File: config.mk
export PLATFORM = sky130hd
export DESIGN_NAME = if_id_stage_flat
export DESIGN_NICKNAME = d
export VERILOG_FILES = /design/src/rtl/mips_pkg.sv /design/src/rtl/if_id_stage_if.sv /design/src/rtl/load_use_detect.sv /design/src/rtl/if_id_stage.sv /design/src/flat_wrapper.sv
export SDC_FILE = /design/constraint.sdc
export NUM_CORES = 1
export LEC_CHECK = 0
export CAP_MARGIN = 20
export CELL_PAD_IN_SITES_DETAIL_PLACEMENT = 1
export CELL_PAD_IN_SITES_GLOBAL_PLACEMENT = 1
export CORE_MARGIN = 8
export CORE_UTILIZATION = 29
export DETAILED_ROUTE_END_ITERATION = 12
export HOLD_SLACK_MARGIN = 0.02
export PLACE_DENSITY_LB_ADDON = 0.1
export SKIP_LAST_GASP = 1
export SLEW_MARGIN = 0
export SYNTH_ARGS = -nofsm -noshare
export SYNTH_HDL_FRONTEND = slang
export SYNTH_SLANG_ARGS = --single-unit
File: constraint.sdc
create_clock -name clk -period 2 [get_ports clk]
set_input_delay 0.3 -clock clk [delete_from_list [all_inputs] [get_ports clk]]
set_output_delay 0.3 -clock clk [all_outputs]
set_load 0.005 [all_outputs]
File: src/rtl/mips_pkg.sv
// rtl/mips_pkg.sv - opcodes, instruction field slices and IF/ID FSM encoding
package mips_pkg;

  typedef enum logic [1:0] {
    ST_BOOT  = 2'd0,
    ST_RUN   = 2'd1,
    ST_STALL = 2'd2
  } stage_state_e;

  localparam logic [5:0] OP_J     = 6'b000010;
  localparam logic [5:0] OP_JAL   = 6'b000011;
  localparam logic [5:0] OP_LW    = 6'b100011;
  localparam logic [5:0] OP_RTYPE = 6'b000000;

  localparam int OPC_MSB = 31;
  localparam int OPC_LSB = 26;
  localparam int RS_MSB  = 25;
  localparam int RS_LSB  = 21;
  localparam int RT_MSB  = 20;
  localparam int RT_LSB  = 16;
  localparam int IMM_MSB = 15;
  localparam int IMM_LSB = 0;

  function automatic logic is_jump(input logic [31:0] w);
    return (w[OPC_MSB:OPC_LSB] == OP_J) || (w[OPC_MSB:OPC_LSB] == OP_JAL);
  endfunction

endpackage

File: src/rtl/if_id_stage_if.sv
// rtl/if_id_stage_if.sv - PC-block, branch-resolution and IF/ID signals of the fetch/decode stage
interface if_id_stage_if #(
  parameter int AW = 16,
  parameter int IW = 32
);
  logic [IW-1:0] ins;
  logic [AW-1:0] current_address;
  logic          ex_branch_taken;
  logic [AW-1:0] ex_branch_target;
  logic [AW-1:0] jmp_loc;
  logic          pc_mux_sel;
  logic          stall;
  logic          stall_pm;
  logic [IW-1:0] id_ins;
  logic [AW-1:0] id_pc;
  logic          id_valid;

  modport slave (
    input  ins, current_address, ex_branch_taken, ex_branch_target,
    output jmp_loc, pc_mux_sel, stall, stall_pm, id_ins, id_pc, id_valid
  );

  modport master (
    output ins, current_address, ex_branch_taken, ex_branch_target,
    input  jmp_loc, pc_mux_sel, stall, stall_pm, id_ins, id_pc, id_valid
  );
endinterface

File: src/rtl/load_use_detect.sv
// rtl/load_use_detect.sv - flags a fetched instruction that reads the rt of a LW sitting in ID
module load_use_detect
  import mips_pkg::*;
#(
  parameter int IW = 32
) (
  input  logic [IW-1:0] id_ins,
  input  logic          id_valid,
  input  logic [IW-1:0] ins,
  output logic          hazard
);

  logic [4:0] ld_rt;
  logic       unused_fields;

  assign ld_rt = id_ins[RT_MSB:RT_LSB];

  // $0 is hardwired to zero, so a load into it never creates a dependency
  assign hazard = id_valid
               && (id_ins[OPC_MSB:OPC_LSB] == OP_LW)
               && (ld_rt != 5'd0)
               && ((ld_rt == ins[RS_MSB:RS_LSB]) || (ld_rt == ins[RT_MSB:RT_LSB]));

  assign unused_fields = ^{id_ins[RS_MSB:RS_LSB], id_ins[IMM_MSB:IMM_LSB],
                           ins[OPC_MSB:OPC_LSB], ins[IMM_MSB:IMM_LSB]};

endmodule

File: src/rtl/if_id_stage.sv
// rtl/if_id_stage.sv - IF/ID pipeline register with fetch-time jump, load-use stall and branch squash
module if_id_stage
  import mips_pkg::*;
#(
  parameter int AW = 16,
  parameter int IW = 32
) (
  input logic clk,
  input logic reset,
  if_id_stage_if.slave bus
);

  stage_state_e  state_q, state_d;
  logic [AW-1:0] pc_q;
  logic [IW-1:0] id_ins_q, id_ins_d;
  logic [AW-1:0] id_pc_q, id_pc_d;
  logic          id_valid_q, id_valid_d;
  logic          stall_pm_q;
  logic          hazard;
  logic          mux_sel;
  logic [AW-1:0] redirect;
  logic          stall;

  load_use_detect #(.IW(IW)) u_load_use_detect (
    .id_ins  (id_ins_q),
    .id_valid(id_valid_q),
    .ins     (bus.ins),
    .hazard  (hazard)
  );

  // A bubble keeps the fetch address so the replayed instruction inherits it in STALL
  always_comb begin
    state_d    = state_q;
    id_ins_d   = id_ins_q;
    id_pc_d    = id_pc_q;
    id_valid_d = id_valid_q;
    mux_sel    = 1'b0;
    redirect   = '0;
    stall      = 1'b0;
    if (!reset) begin
      state_d = ST_BOOT;
    end else if (bus.ex_branch_taken) begin
      mux_sel    = 1'b1;
      redirect   = bus.ex_branch_target;
      id_ins_d   = '0;
      id_pc_d    = pc_q;
      id_valid_d = 1'b0;
      state_d    = ST_RUN;
    end else begin
      unique case (state_q)
        ST_BOOT: begin
          state_d = ST_RUN;
        end
        ST_RUN: begin
          if (hazard) begin
            stall      = 1'b1;
            id_ins_d   = '0;
            id_pc_d    = pc_q;
            id_valid_d = 1'b0;
            state_d    = ST_STALL;
          end else begin
            id_ins_d   = bus.ins;
            id_pc_d    = pc_q;
            id_valid_d = 1'b1;
            if (is_jump(bus.ins)) begin
              mux_sel  = 1'b1;
              redirect = AW'(bus.ins[IMM_MSB:IMM_LSB]);
            end
          end
        end
        ST_STALL: begin
          id_ins_d   = bus.ins;
          id_valid_d = 1'b1;
          state_d    = ST_RUN;
        end
        default: begin
          state_d = ST_BOOT;
        end
      endcase
    end
  end

  always_ff @(posedge clk or negedge reset) begin
    if (!reset) begin
      state_q    <= ST_BOOT;
      pc_q       <= '0;
      id_ins_q   <= '0;
      id_pc_q    <= '0;
      id_valid_q <= 1'b0;
      stall_pm_q <= 1'b0;
    end else begin
      state_q    <= state_d;
      pc_q       <= bus.current_address;
      id_ins_q   <= id_ins_d;
      id_pc_q    <= id_pc_d;
      id_valid_q <= id_valid_d;
      stall_pm_q <= stall;
    end
  end

  assign bus.jmp_loc    = redirect;
  assign bus.pc_mux_sel = mux_sel;
  assign bus.stall      = stall;
  assign bus.stall_pm   = stall_pm_q;
  assign bus.id_ins     = id_ins_q;
  assign bus.id_pc      = id_pc_q;
  assign bus.id_valid   = id_valid_q;

endmodule

File: src/flat_wrapper.sv
// flat-port wrapper written by rule: the top's interface ports become plain ports
module if_id_stage_flat import mips_pkg::*;
#(
  parameter int AW = 16,
  parameter int IW = 32
)
  (clk, reset, bus_ins, bus_current_address, bus_ex_branch_taken, bus_ex_branch_target, bus_jmp_loc, bus_pc_mux_sel, bus_stall, bus_stall_pm, bus_id_ins, bus_id_pc, bus_id_valid);
  if_id_stage_if #(.AW(AW), .IW(IW)) bus_i ();
  input logic clk;
  input logic reset;
  input wire logic [$bits(bus_i.ins)-1:0] bus_ins;
  input wire logic [$bits(bus_i.current_address)-1:0] bus_current_address;
  input wire logic [$bits(bus_i.ex_branch_taken)-1:0] bus_ex_branch_taken;
  input wire logic [$bits(bus_i.ex_branch_target)-1:0] bus_ex_branch_target;
  output wire logic [$bits(bus_i.jmp_loc)-1:0] bus_jmp_loc;
  output wire logic [$bits(bus_i.pc_mux_sel)-1:0] bus_pc_mux_sel;
  output wire logic [$bits(bus_i.stall)-1:0] bus_stall;
  output wire logic [$bits(bus_i.stall_pm)-1:0] bus_stall_pm;
  output wire logic [$bits(bus_i.id_ins)-1:0] bus_id_ins;
  output wire logic [$bits(bus_i.id_pc)-1:0] bus_id_pc;
  output wire logic [$bits(bus_i.id_valid)-1:0] bus_id_valid;
  assign bus_i.ins = bus_ins;
  assign bus_i.current_address = bus_current_address;
  assign bus_i.ex_branch_taken = bus_ex_branch_taken;
  assign bus_i.ex_branch_target = bus_ex_branch_target;
  assign bus_jmp_loc = bus_i.jmp_loc;
  assign bus_pc_mux_sel = bus_i.pc_mux_sel;
  assign bus_stall = bus_i.stall;
  assign bus_stall_pm = bus_i.stall_pm;
  assign bus_id_ins = bus_i.id_ins;
  assign bus_id_pc = bus_i.id_pc;
  assign bus_id_valid = bus_i.id_valid;
  if_id_stage #(.AW(AW), .IW(IW)) u_core (.clk(clk), .reset(reset), .bus(bus_i));
endmodule
# ---- Yosys cells after proc, flatten, opt, wreduce, memory -nomap -nowiden
# Index checks and enable logic that the tools add are counted.
dict set report op_classes {
  eq_ne 8
  n_mux 26
  reduce_logical 12
}
# op count
set op_table {}
lappend op_table {{2-to-1 mux 16 bit} 7}
lappend op_table {{2-to-1 mux 32 bit} 2}
lappend op_table {{case mux 32 bit (2 select lines)} 1}
lappend op_table {{== test 6 x 2 -> 1 bit, second input constant} 2}
lappend op_table {{2-to-1 mux 1 bit} 11}
lappend op_table {{== test 5 bit} 2}
lappend op_table {{== test 6 bit, second input constant} 1}
lappend op_table {{2-to-1 mux 2 bit} 3}
lappend op_table {{nonzero test 5 bit} 1}
lappend op_table {{inequality test 4 x 3 -> 1 bit, second input constant} 1}
lappend op_table {{case mux 2 bit (2 select lines)} 1}
lappend op_table {{AND reduction 2 bit} 2}
lappend op_table {{logical AND 1 bit} 3}
lappend op_table {{nonzero test 3 bit} 1}
lappend op_table {{== test 2 x 1 -> 1 bit, second input constant} 1}
lappend op_table {{== test 2 bit, second input constant} 1}
lappend op_table {{zero test 2 bit} 1}
lappend op_table {{logical OR 1 bit} 2}
lappend op_table {{case mux 1 bit (2 select lines)} 1}
lappend op_table {{nonzero test 2 bit} 1}
lappend op_table {{OR reduction 2 bit} 1}
dict set report word_totals {
  out_inout_bits 68
  word_cells 52
  input_bits 67
  register_bits 68
}

# ---- Longest topological paths before layout
dict set report logic_depth {
  ltp_word 8
  mapped_depth 8
  ltp_nobuf 4
}

# ---- Hierarchy
# A second synthesis with hierarchy kept.
dict set report hier_totals {
  hier_cells 183
  hier_area_um2 2733.9
}
# module cells_per_inst instances area_each_um2
set by_module_without_submodules {}
lappend by_module_without_submodules {if_id_stage 163 1 2585.0}
lappend by_module_without_submodules {load_use_detect 20 1 148.9}

# ---- Worst setup path after synthesis
# OpenSTA, ideal clock, no wires.
dict set report synth_timing {
  path_kind {register to output}
  start {register u_core.id_ins_q[17], in the netlist u_core.bus.id_ins[17]}
  end {output bus_pc_mux_sel}
  slack_ps 56
  stages_incl_launch_ff 7
  arrival_time_ps 1644
  cell_sequence {dfrtp_1 > or4_1 > o211ai_2 > buf_6 > buf_6 > nor2_1 > a21oi_1}
}
dict set report synth_via {
  elab_chain_len 7
  elab_cells_between_ends 10
  classes_between {eq/ne: 2; mux: 4; reduce/logical: 4}
}
# item line_no
set synth_lines {}
lappend synth_lines {{from (decl)} if_id_stage.sv:15} ;# logic [IW-1:0] id_ins_q, id_ins_d;
lappend synth_lines {{from (signal assigned)} if_id_stage.sv:94} ;# id_ins_q <= id_ins_d;
lappend synth_lines {{== test 5 bit or nonzero test 5 bit (tied branches)} {load_use_detect.sv:22, load_use_detect.sv:21}}
lappend synth_lines {{logical OR 1 bit or logical AND 1 bit (tied branches)} {load_use_detect.sv:22, load_use_detect.sv:21}}
lappend synth_lines {{logical AND 1 bit (*)} load_use_detect.sv:22} ;# && ((ld_rt == ins[RS_MSB:RS_LSB]) || (ld_rt == ins[RT_MSB:RT_LSB]));
lappend synth_lines {{2-to-1 mux 1 bit (*)} if_id_stage.sv:55} ;# if (hazard) begin
lappend synth_lines {{2-to-1 mux 1 bit (*)} if_id_stage.sv:50} ;# unique case (state_q)
lappend synth_lines {{2-to-1 mux 1 bit (*)} if_id_stage.sv:42} ;# end else if (bus.ex_branch_taken) begin
lappend synth_lines {{2-to-1 mux 1 bit (*)} if_id_stage.sv:40} ;# if (!reset) begin
lappend synth_lines {{to (decl)} flat_wrapper.sv:16} ;# output wire logic [$bits(bus_i.pc_mux_sel)-1:0] bus_pc_mux_sel;
# Mark *: on every way between the ends. The rest lies on a longest branch, timed or not.

# ---- Worst setup path in the final report
dict set report layout_timing {
  start {register u_core.id_ins_q[17], in the netlist u_core.bus.id_ins[17]}
  end {output bus_jmp_loc[4]}
}
dict set report layout_via {
  elab_chain_len 7
  elab_cells_between_ends 10
  classes_between {eq/ne: 2; mux: 4; reduce/logical: 4}
}
# item line_no
set layout_lines {}
lappend layout_lines {{== test 5 bit or nonzero test 5 bit (tied branches)} {load_use_detect.sv:22, load_use_detect.sv:21}}
lappend layout_lines {{logical OR 1 bit or logical AND 1 bit (tied branches)} {load_use_detect.sv:22, load_use_detect.sv:21}}
lappend layout_lines {{logical AND 1 bit (*)} load_use_detect.sv:22}
lappend layout_lines {{2-to-1 mux 16 bit (*)} if_id_stage.sv:55}
lappend layout_lines {{2-to-1 mux 16 bit (*)} if_id_stage.sv:50}
lappend layout_lines {{2-to-1 mux 16 bit (*)} if_id_stage.sv:42}
lappend layout_lines {{2-to-1 mux 16 bit (*)} if_id_stage.sv:40}
lappend layout_lines {{to (decl)} flat_wrapper.sv:15} ;# output wire logic [$bits(bus_i.jmp_loc)-1:0] bus_jmp_loc;
# Marked as above.

==> impl_metrics.ini <==
[outcome]
status = finished, violations left
violations = negative setup slack

[setup_path]
critPathMaxStageDelay_ps = 570
start_kind = register
slowest_stage = or4_4
cpLargestDelayFamily = simple AND/OR/NAND/NOR gates
crit_chain = or4_4 > o211ai_4 > buf_12 > buf_16 > nand4_1 > o211ai_1 > buf_2
cp_max_fo = 6
cp.arrival_ps = 2140
worst-path-buf-inv = 3
crit_type = register to output pin
end_kind = output pin
worstPathRequired_ps = 1700

[grt]
grt_pass1_vias = 3624
met1_usage_pct = 18.7
grt_usage_pct = 16.6
antenna_found_initial = 1
grt_util_met3_pct = 5.38
grt_max_degree = 41
grt_pass1_wl_microns = 19700
grt-ovfl-total = 0
top_usage_layer = met2
grt_use_met2_pct = 29.1

[synth]
synth.distinct_cells = 29
synth_top_area_share_pct = 51.5
synth_mux_area_share_pct = 5.45
synth-edff-count = 0
post-synth-top-count-cell = dfrtp_1
yosys.area.top_type = dfrtp_1
synth_top_family_by_area = compound AO/OA/AOI/OAI gates
synth.avg_cell_area_sq_um = 10.4
synthAdderAreaFrac_pct = 0
seq_area_frac_synth_pct = 51.5
synth-xor-area-share_pct = 2.91
synth_ff_type = dfrtp_1
synth-seq-cells = 68
synth_cells = 317
synth_compound_area_share_pct = 23.7
synth-simple-area-share_pct = 11.5
yosys_warnings = 0
synth_area_sq_um = 3310
async_reset_ff_share_pct = 100
yosys-top-cells-area = dfrtp_1 (51%), a22oi_1 (7.3%), a211oi_1 (6.4%)
syn-num-nets = 384
synth_common_cells = dfrtp_1 (68), a21oi_1 (35), a22oi_1 (32)

[cells_and_area]
n_antenna_cell = 0
syn2layout_area_growth_pct = 72.1
post-route-util_pct = 50.5
fin_nets = 554
stdcell_count = 635
layout-drive-gt1-share_pct = 26.6
fillers = 1226

[clock_tree]
cts_root_buffer = clkbuf_16
cts_buffer_depth = 2
clk_pin_slew_worst_paths_ps = 60
cts_num_sinks = 68
htreeDepth = 3
hold_buffers = 0
clkLatencyLatePin_ps = 320
cts_buffers = 9
cts_tree = yes

[placed_design]
pre_cts_slack_ps = -612
place_hpwl_microns = 8660
dp.cells = 604
io_buffers = 134
gp_congestion = 0.783

[sta]
fmax_mhz = 411
period_needed_ps = 2440
setup_viol = 33
finalHoldViolCount = 0
rsz0062_at_grt = yes
slew_viol_final = 0
worstMarginPinSlew_ps = 551
max-slew-margin-rel_pct = 63.2
skew_ps = 7.29
layout_setup_ws_ps = -436
fin_crit_sh_pct = 122

[floorplan]
ioPinCount = 135
coreArea_sq_um = 11300
die_width_microns = 123
initial_utilization_pct = 29.3
dieArea_sq_um = 15100
rows = 39
chipHeight_microns = 123

[power_and_ir_drop]
leakage_nw = 2.35
vdd_drop_max_mv = 0.479
totalPowerFinal_w = 0.00419
p_per_area_nw_per_um2 = 737

[route]
vias = 3329
postRouteAntennaNets = 0
drc = 0
wl_microns = 12400
wl_per_cell_microns = 19.4
routed_via_density = 5.24
first_iter_violations = 188
first_pass_iters = 6

[job]
drv_cap = 0

[hold_path]
hp-class = primary input to asynchronous set/reset pin
worst reg2reg max path, delay by kind of cell, from the launching register on:
kind	cells	cell delay (ps)
and+or+nand+nor	1	570
buffers and inverters	6	720
AOI/OAI and AO/OA	3	420
DFF	1	380
placed cells by master, fill, tap and decap left out, types with 10 or more instances in the layout:
cell type	instances
clkdlybuf4s50_1	115
a21oi_1	34
buf_2	18
nand4_1	16
o211ai_1	16
dfrtp_1	68
a22oi_1	32
a211oi_1	20
nand3_1	18
nand2_1	19
buf_4	42
xnor2_1	10
mux2_2	16
power breakdown:
part           total (W)  internal [W]  switching [W]
combinational   0.000791      0.000467       0.000324
clock            0.00184       0.00125       0.000590
sequential       0.00156       0.00149      0.0000710
total            0.00419       0.00321       0.000985
sequential cells by signal, summed over array words and instances (netlist names):
name                 flops
u_core.bus.id_ins       32
u_core.bus.id_pc        16
u_core.bus.id_valid      1
u_core.bus.stall_pm      1
u_core.pc_q             16
u_core.state_q           2
path summary, 6_finish.rpt:
path                                                   start                           endpoint  slack (ps)  cells past startpoint
min in group clk                      bus_current_address[1]           u_core.pc_q[1]$_DFF_PN0_         420                      1
min                                                    reset   u_core.bus.id_ins[0]$_DFFE_PN0P_          50                      2
min reg2reg                         u_core.pc_q[8]$_DFF_PN0_    u_core.bus.id_pc[8]$_DFFE_PN0P_         470                      1
max reg2reg                u_core.bus.id_ins[17]$_DFFE_PN0P_  u_core.bus.id_ins[14]$_DFFE_PN0P_        -170                     10
max                        u_core.bus.id_ins[17]$_DFFE_PN0P_                     bus_jmp_loc[4]        -440                      7
max in group asynchronous                              reset    u_core.bus.id_pc[9]$_DFFE_PN0P_        1580                      2
layer usage:
layer | vias to the layer above | wire length, microns
met5 | - | 13
met4 | 2 | 104
met3 | 9 | 951
met2 | 96 | 6320
met1 | 1672 | 4960
li1 | 1550 | -
metrics by stage:
stage                     hold WS, ps  area (sq um)  TNS (ps)
final                            49.7          5690     -8480
after global routing             71.7          5690    -11320
after global placement            408          5120     -9370
after floorplan                  4.41          3310         0
after CTS                        57.8          5600     -8980
after detailed placement          407          5120    -10400
area by class of cell:
cell class / instances / area, sq um / share of cell area, %
Tap cell: 143 / 179 / 3.15
Timing Repair Buffer: 195 / 1910 / 33.5
Clock inverter: 6 / 111 / 1.96
Multi-Input combinational cell: 213 / 1550 / 27.3
Sequential cell: 68 / 1700 / 29.9
Clock buffer: 10 / 239 / 4.20
logic make-up after synthesis:
logic type / count (synthesis)
AO/OA/AOI/OAI: 116
XOR/XNOR: 11
buffers and inverters: 36
flip-flops: 68
multiplexers: 16
AND/OR/NAND/NOR: 70
repair_timing:
item	4_1_cts	5_1_grt
endpoints found under the setup margin	19	48
pin swaps	20	21
setup buffers	12	5
gates resized for setup	86	19
cloned	3	0
(Power assumes the default switching activity.)
